==> config.mk <==
export PLATFORM = sky130hd
export DESIGN_NAME = region_decoder
export DESIGN_NICKNAME = d
export VERILOG_FILES = /design/src/rtl/region_decoder.sv
export SDC_FILE = /design/constraint.sdc
export NUM_CORES = 1
export LEC_CHECK = 0
export ABC_CLOCK_PERIOD_IN_PS = 2200
export CORE_MARGIN = 2
export CORE_UTILIZATION = 35
export CTS_BUF_LIST = sky130_fd_sc_hd__clkbuf_16
export DETAILED_ROUTE_END_ITERATION = 10
export PLACE_DENSITY = 0.79
export SYNTH_ARGS = -nofsm -noshare
export SYNTH_HDL_FRONTEND = slang
export SYNTH_SLANG_ARGS = --single-unit
==> constraint.sdc <==
create_clock -name clk -period 2.2 [get_ports clk]
set_clock_uncertainty 0.15 [all_clocks]
set_input_delay 0.44 -clock clk [delete_from_list [all_inputs] [get_ports clk]]
set_output_delay 0.44 -clock clk [all_outputs]
set_load 0.02 [all_outputs]
==> src/rtl/region_decoder.sv <==
// Address region decoder with per-region wait states and CPU RDY stretching.
// Optional sticky unmapped-access latch enabled by defining REGION_FAULT_EN.
module region_decoder #(
  parameter int ADDR_W      = 16,
  parameter int NUM_REGIONS = 8,
  parameter logic [NUM_REGIONS*ADDR_W-1:0] REGION_BASE = {
    16'h8000, 16'h7FFF, 16'h7FF8, 16'h7FF7,
    16'h7FF6, 16'h7FF4, 16'h7FF0, 16'h0000},
  parameter logic [NUM_REGIONS*ADDR_W-1:0] REGION_LAST = {
    16'hFFFF, 16'h7FFF, 16'h7FFB, 16'h7FF7,
    16'h7FF6, 16'h7FF5, 16'h7FF3, 16'h7FEF},
  parameter logic [NUM_REGIONS*4-1:0] REGION_WAIT = 32'h0000_0002
) (
  input  logic                   clk,
  input  logic                   rst,
  input  logic [ADDR_W-1:0]      addr,
  input  logic                   strobe,
  output logic [NUM_REGIONS-1:0] cs,
  output logic                   hit,
  output logic                   rdy
`ifdef REGION_FAULT_EN
  ,
  input  logic                   fault_clr,
  output logic                   fault,
  output logic [ADDR_W-1:0]      fault_addr
`endif
);

  typedef enum logic {IDLE, ACTIVE} state_t;

  state_t                   state_q, state_d;
  logic [3:0]               cnt_q, cnt_d;
  logic [NUM_REGIONS-1:0]   cs_q, cs_d;
  logic                     hit_q, hit_d;

  logic [NUM_REGIONS-1:0]   dec_cs;
  logic                     dec_hit;
  logic [3:0]               dec_wait;
  logic                     accept;

  // Ascending scan with first-match latch gives lowest-index priority.
  always_comb begin
    dec_cs   = '0;
    dec_hit  = 1'b0;
    dec_wait = '0;
    for (int unsigned i = 0; i < NUM_REGIONS; i++) begin
      if (!dec_hit &&
          addr >= REGION_BASE[i*ADDR_W +: ADDR_W] &&
          addr <= REGION_LAST[i*ADDR_W +: ADDR_W]) begin
        dec_hit   = 1'b1;
        dec_cs[i] = 1'b1;
        dec_wait  = REGION_WAIT[i*4 +: 4];
      end
    end
  end

  assign rdy    = !(state_q == ACTIVE && cnt_q != 4'd0);
  assign accept = strobe && rdy;

  always_comb begin
    state_d = state_q;
    cnt_d   = cnt_q;
    cs_d    = cs_q;
    hit_d   = hit_q;
    if (accept) begin
      state_d = ACTIVE;
      cs_d    = dec_cs;
      hit_d   = dec_hit;
      cnt_d   = dec_wait;
    end else if (state_q == ACTIVE && cnt_q != 4'd0) begin
      cnt_d = cnt_q - 4'd1;
    end else begin
      state_d = IDLE;
      cs_d    = '0;
      hit_d   = 1'b0;
      cnt_d   = '0;
    end
  end

  always_ff @(posedge clk) begin
    if (rst) begin
      state_q <= IDLE;
      cnt_q   <= '0;
      cs_q    <= '0;
      hit_q   <= 1'b0;
    end else begin
      state_q <= state_d;
      cnt_q   <= cnt_d;
      cs_q    <= cs_d;
      hit_q   <= hit_d;
    end
  end

  assign cs  = cs_q;
  assign hit = hit_q;

`ifdef REGION_FAULT_EN
  logic              fault_q, fault_d;
  logic [ADDR_W-1:0] fault_addr_q, fault_addr_d;

  // An unmapped access arriving with fault_clr re-latches instead of clearing.
  always_comb begin
    fault_d      = fault_q;
    fault_addr_d = fault_addr_q;
    if (accept && !dec_hit && (!fault_q || fault_clr)) begin
      fault_d      = 1'b1;
      fault_addr_d = addr;
    end else if (fault_clr) begin
      fault_d      = 1'b0;
      fault_addr_d = '0;
    end
  end

  always_ff @(posedge clk) begin
    if (rst) begin
      fault_q      <= 1'b0;
      fault_addr_q <= '0;
    end else begin
      fault_q      <= fault_d;
      fault_addr_q <= fault_addr_d;
    end
  end

  assign fault      = fault_q;
  assign fault_addr = fault_addr_q;
`endif

endmodule

==> results.txt, run 1 <==
----------------------------------------------------
[Run status]
  Outcome ... completed

[Global routing]
  Vias in the first global route ... 604
  Initial antenna violation count ... 0
  First-pass GRT wire length ... 2420 um
  Total track usage ... 16.7%
  Gr ovfl total ... 0
  Largest net degree at the start of global routing ... 8

[CTS]
  Hold bufs inserted after CTS ... 0
  Sinks on the clock net ... 14
  Library cell used as clock root buffer ... clkbuf_16
  Worst-case clock buffer depth ... 2
  Clock input transition at the sequential cells of the worst setup and hold paths ... 0.04 ns
  Number of clock buffers inserted by TritonCTS ... 3
  Clock tree from TritonCTS ... done
  Worst skew pair latency ... 0.24 ns
  Total number of H-tree levels ... 1

[Logic synthesis]
  Cell type with the largest total area after synthesis ... dfxtp_1
  Total of warnings raised by yosys ... 0
  Cell types with the highest counts after synthesis ... 14 x dfxtp_1, 8 x nor2_1, 5 x a22o_2
  Share of the yosys chip area belonging to registers ... 46.9%
  Most frequent cell after synthesis ... dfxtp_1
  Average size of a mapped cell ... 9.49 sq um
  EDFF count, synth ... 0
  Count of state elements after synthesis ... 14
  Top cell type's share of synthesized area ... 46.9%
  Synth Instances ... 63
  Post-synth design cell area ... 598 sq um
  Mapped Nets ... 83
  Proportion of register bits with asynchronous set or reset after synthesis ... 0%
  Largest cells by area after synthesis ... dfxtp_1 47%, a22o_2 8.4%, nor2_1 5.0%
  Primary flip-flop cell chosen by synthesis mapping ... dfxtp_1
  Count of different cell masters after synthesis ... 25

[Layout]
  Number of antenna diodes ... 0
  Layout area overhead ... 66.3%
  Final Core Density ... 63.8%
  Filler-free cell count of the finished design ... 114
  Fin nets ... 120
  Share of final-layout standard cells stronger than drive strength 1 ... 16.3%

[Route]
  Final Routed Wirelength ... 1370 um
  Via/cell ratio ... 5.10
  Post-route ant nets ... 0
  Drt first pass iters ... 4
  # DRC ... 0
  Total number of vias ... 581
  Final routed wire length divided by cell count ... 12.1 um
  Detailed Route Iter0 Violations ... 6

[Place]
  Cell total after placement ... 111
  Minimum setup slack after placement ... -0.0601 ns
  Number of buffer cells added on primary ports ... 28
  RD Place Congestion ... 0.721
  Hpwl dp ... 1080 um

[Worst setup path]
  Critical path startpoint ... cnt_q[0]
  Crit path DAT ... 1.49 ns
  CP delay by family, top ... simple AND/OR/NAND/NOR gates
  Crit-path max cell delay ... 0.36 ns
  Critical path startpoint category ... flop
  Kind of end point of the critical path ... output pin
  Cell type of the slowest stage on the worst timing path ... or3b_1
  Worst-path cell chain ... inv_1, ha_1, or3b_1, and2_4, inv_4, buf_2
  Critical register-to-register path endpoint ... cs[2]
  Capture point of the worst path ... rdy
  Cell depth of the worst flop-to-flop path ... 8
  Worst EP required ... 1.61 ns
  Cell count along the critical path ... 6
  Critical-path maximum fanout ... 2
  Worst r2r src ... cnt_q[0]
  Kind of critical path ... reg -> out
  Bufs and invs on worst path ... 3
  R2r setup slk ... 0.32 ns

[Timing]
  Max frequency ... 481 MHz
  Measured slew at the worst slew-check pin ... 0.437 ns
  Count of final hold-check violations ... 0
  Post-Route Hold Slack ... 0.305 ns
  PnR worst setup slack ... 0.119 ns
  Final count of pins violating max slew ... 0
  RSZ-0062 raised after global routing ... false
  Final cycle utilization of the critical path ... 94.6%
  Slew margin rel. ... 70.8%
  Final min period ... 2.08 ns
  Final setup violation count ... 0
  Setup TNS ... 0 ns

[Die]
  Starting density of the core ... 38.4%
  Chip width ... 45.3 um
  Chip Height ... 45.3 um
  Die area ... 2060 sq um
  Total I/O pin count ... 29
  CORE AREA ... 1560 sq um
  Placement row count ... 14

[Pwr]
  Pwr per Cell Area ... 684 nW/um^2
  Largest voltage drop on the vdd net ... 0.506 mV
  Standby leakage power ... 0.382 nW

[Hold path]
  Hold Path Class ... reg -> reg
  HP Start ... cs[7]
  Worst hold path depth ... 2

[Job]
  Count of maximum capacitance violations ... 0

----------------------------------------------------
==> placed cells by master (no fill, tap or decap) <==
cell and instances:
buf_4 5, nand2b_1 1, and2_4 1, nand4_1 3, or2b_1 1, o21ai_0 2, dfxtp_1 14, a32o_1 1
inv_4 1, clkdlybuf4s50_1 27, a22o_2 5, ha_1 1, inv_1 3, nand4b_1 1, a22o_1 1, a21oi_1 1
or3b_1 1, o311ai_0 1, clkbuf_16 3, and3_1 1, nand3_1 1, xnor2_1 2, nor2_1 8, nor3b_1 3
nor2b_1 2, nor3_1 4, nand2_1 3, buf_2 1
==> worst min-delay path by stage <==
stage / to / slack (ns)
after floorplan: cnt_q[0] / 0.26
after global placement: cs[7] / 0.29
after detailed placement: cs[7] / 0.30
after CTS: cs[7] / 0.31
after global routing: cs[7] / 0.31
final: cs[7] / 0.30
==> final cells by class <==
class                           instances  area, sq um
Multi-Input combinational cell         44          289
Sequential cell                        14          280
Inverter                                4         17.5
Fill cell                             132          564
Timing Repair Buffer                   33          313
Clock buffer                            3         75.1
Tap cell                               16         20.0
==> registers in the layout (all words and copies together), names as in the netlist <==
register and count:
state_q 1, cnt_q 4, hit 1, cs 8
==> what timing repair did <==
item / in CTS / in global routing
endpoints found under the hold margin: 0 / 0
gates resized for setup: 3 / 1
buffers inserted: 0 / 0
endpoints found under the setup margin: 1 / 1
cloned: 0 / 0
==> cells by family (layout without fill, tap and decap cells) <==
logic type | after synthesis | in the layout | share of synthesized area [%]
compound gates | 11 | 11 | 15.5
xor+xnor | 2 | 2 | 2.93
fa+ha+maj | 1 | 1 | 2.09
buf+inv | 5 | 40 | 4.81
flops | 14 | 14 | 46.9
simple gates | 30 | 30 | 27.8
==> where the power goes <==
part	internal (mW)	total, mW	switching [mW]	leakage, nW
clock network	0.237	0.332	0.0953	0.0370
registers	0.261	0.264	0.00310	0.114
logic	0.0524	0.0838	0.0314	0.231
total	0.550	0.680	0.130	0.382
==> stage by stage <==
| step | total power [mW] | area (sq um) |
|---|---|---|
| 2_1_floorplan | 0.298 | 598 |
| 3_3_place_gp | 0.351 | 925 |
| 3_5_place_dp | 0.352 | 925 |
| 4_1_cts | 0.684 | 1000 |
| 5_1_grt | 0.701 | 995 |
| 6_report | 0.680 | 995 |
==> routing by layer <==
metal / routed length, um / share of wire (%) / GRT usage, % / vias to the layer above
met5: 0 / 0 / 0 / -
met4: 29 / 2.1 / 10.6 / 0
met3: 85 / 6.2 / 5.60 / 4
met2: 675 / 49 / 26.6 / 26
met1: 584 / 43 / 18.9 / 250
li1: - / - / - / 301
==> tightest hold or removal path, stage by stage (launching register included) <==
cell     delay (ns)
dfxtp_1        0.30
nand2_1        0.05
a21oi_1        0.05
Note: power is estimated with default switching activity, not from simulation.
==> inputs of run 2 (changes only) <==
--- a/config.mk
+++ b/config.mk
@@ -14,3 +14,4 @@
 export SYNTH_ARGS = -nofsm -noshare
 export SYNTH_HDL_FRONTEND = slang
 export SYNTH_SLANG_ARGS = --single-unit
+export TNS_END_PERCENT = 50
==> results of run 2 <==
Final layout, timing and power as in run 1 (identical DEF).
==> inputs of run 3 (changes only) <==
--- a/config.mk
+++ b/config.mk
@@ -10,7 +10,7 @@
 export CORE_UTILIZATION = 35
 export CTS_BUF_LIST = sky130_fd_sc_hd__clkbuf_16
 export DETAILED_ROUTE_END_ITERATION = 10
-export PLACE_DENSITY = 0.79
+export PLACE_DENSITY = 0.71
 export SYNTH_ARGS = -nofsm -noshare
 export SYNTH_HDL_FRONTEND = slang
 export SYNTH_SLANG_ARGS = --single-unit
==> results.txt, run 3 (synthesis gave the netlist of run 1 again) <==
----------------------------------------------------
[Run status]
  Outcome ... completed

[Timing]
  Final count of pins violating max slew ... 0
  Max frequency ... 487 MHz
  Final min period ... 2.05 ns
  Final cycle utilization of the critical path ... 93.3%
  Measured slew at the worst slew-check pin ... 0.483 ns
  RSZ-0062 raised after global routing ... false
  Final setup violation count ... 0
  Count of final hold-check violations ... 0
  Setup TNS ... 0 ns
  Slew margin rel. ... 67.7%

[Worst setup path]
  Critical-path maximum fanout ... 2
  Worst EP required ... 1.61 ns
  Worst r2r src ... cnt_q[0]
  R2r setup slk ... 0.33 ns
  Kind of critical path ... reg -> out
  Cell depth of the worst flop-to-flop path ... 8
  Critical register-to-register path endpoint ... cs[3]
  Crit path DAT ... 1.46 ns
  Critical path startpoint category ... flop
  Kind of end point of the critical path ... output pin

[Global routing]
  First-pass GRT wire length ... 2130 um
  Initial antenna violation count ... 0
  Largest net degree at the start of global routing ... 8
  Total track usage ... 14.4%
  Vias in the first global route ... 528
  Gr ovfl total ... 0

[Hold path]
  Worst hold path depth ... 2
  Hold Path Class ... reg -> reg
  HP Start ... cs[7]
  End of the worst hold path ... cs[7]

[Route]
  Detailed Route Iter0 Violations ... 8
  Via/cell ratio ... 5.09
  Final Routed Wirelength ... 1330 um
  Drt first pass iters ... 4
  Final routed wire length divided by cell count ... 11.6 um
  Total number of vias ... 580
  Post-route ant nets ... 0
  # DRC ... 0

[Layout]
  Share of final-layout standard cells stronger than drive strength 1 ... 16.3%
  Largest register FFs ... 8
  Fin nets ... 120
  Final Core Density ... 63.8%
  Most common library cell in the layout ignoring fill and taps ... clkdlybuf4s50_1
  Layout area overhead ... 66.3%
  Footprint of the flip-flops and latches ... 280 sq um
  Number of antenna diodes ... 0
  Number of inserted filler cells in the final layout ... 132
  Area taken by multi-input logic gates ... 289 sq um
  Final Instance Area ... 995 sq um
  Leading cell types in the layout, fill and taps excluded ... 27 x clkdlybuf4s50_1, 14 x dfxtp_1, 8 x nor2_1

[Place]
  Hpwl dp ... 1080 um
  Placed instance area ... 925 sq um
  Number of buffer cells added on primary ports ... 28
  RD Place Congestion ... 0.739

[Die]
  Starting density of the core ... 38.4%
  Total I/O pin count ... 29
  Placement row count ... 14
  Chip Height ... 45.3 um
  CORE AREA ... 1560 sq um
  Die area ... 2060 sq um
  Chip width ... 45.3 um

[CTS]
  Clock input transition at the sequential cells of the worst setup and hold paths ... 0.04 ns
  Number of clock buffers inserted by TritonCTS ... 3
  Sinks on the clock net ... 14
  Worst-case clock buffer depth ... 2
  Total number of H-tree levels ... 1
  Hold bufs inserted after CTS ... 0
  Library cell used as clock root buffer ... clkbuf_16
  Clock tree from TritonCTS ... done
  Worst skew pair latency ... 0.24 ns

[Pwr]
  Pwr per Cell Area ... 678 nW/um^2
  Post-route total power ... 675 uW
  Largest voltage drop on the vdd net ... 0.448 mV
  Standby leakage power ... 0.382 nW

[Job]
  Count of maximum capacitance violations ... 0

----------------------------------------------------
==> run 3: cell counts in the layout (fill, tap and decap cells not counted) <==
No cell type changed its count.
==> run 3: where the power goes <==
group / internal, mW / switching [mW]
Clock: 0.237 / 0.0911
Sequential: 0.261 / 0.00284
Combinational: 0.0524 / 0.0309
==> run 3: layout make-up <==
class	instances	area share [%]
timing repair buffer	33	31.4
multi-input combinational	44	29.1
sequential	14	28.2
clock buffer	3	7.55
tap	16	2.01
inverter	4	1.76
==> run 3: timing repair <==
item | CTS | global route
buffers inserted | 0 | 0
resized for setup | 3 | 1
pin swaps | 0 | 0
setup endpoints to repair | 1 | 1
==> run 3: worst max-delay path, stage by stage (launching register included) <==
cell	delay, ns
dfxtp_1	0.31
inv_1	0.05
ha_1	0.15
or3b_1	0.35
and2_4	0.18
inv_4	0.04
buf_2	0.14
==> run 3: worst max path at each step <==
stage | startpoint | endpoint | slack, ns
5_1_grt | cnt_q[0] | rdy | 0.07
6_report | cnt_q[0] | rdy | 0.15
2_1_floorplan | cnt_q[0] | cs[1] | 0.48
4_1_cts | cnt_q[0] | rdy | 0.03
3_5_place_dp | cnt_q[0] | rdy | -0.05
3_3_place_gp | cnt_q[0] | rdy | -0.01
==> run 3: through the flow <==
step           std cells  hold slack (ns)  worst slack (ns)
5_1_grt              114            0.319            0.0716
4_1_cts              114            0.308            0.0328
3_3_place_gp         111            0.293          -0.00964
3_5_place_dp         111            0.302           -0.0453
2_1_floorplan         63            0.264             0.477
6_report             114            0.301             0.147
==> run 3: metal layers <==
layer  up-vias  wire length (um)  GRT usage [%]
li1        299                 -              -
met1       256               588           18.6
met2        23               642           23.1
met3         2                76           2.40
met4         0                19           7.06
met5         -                 0              0
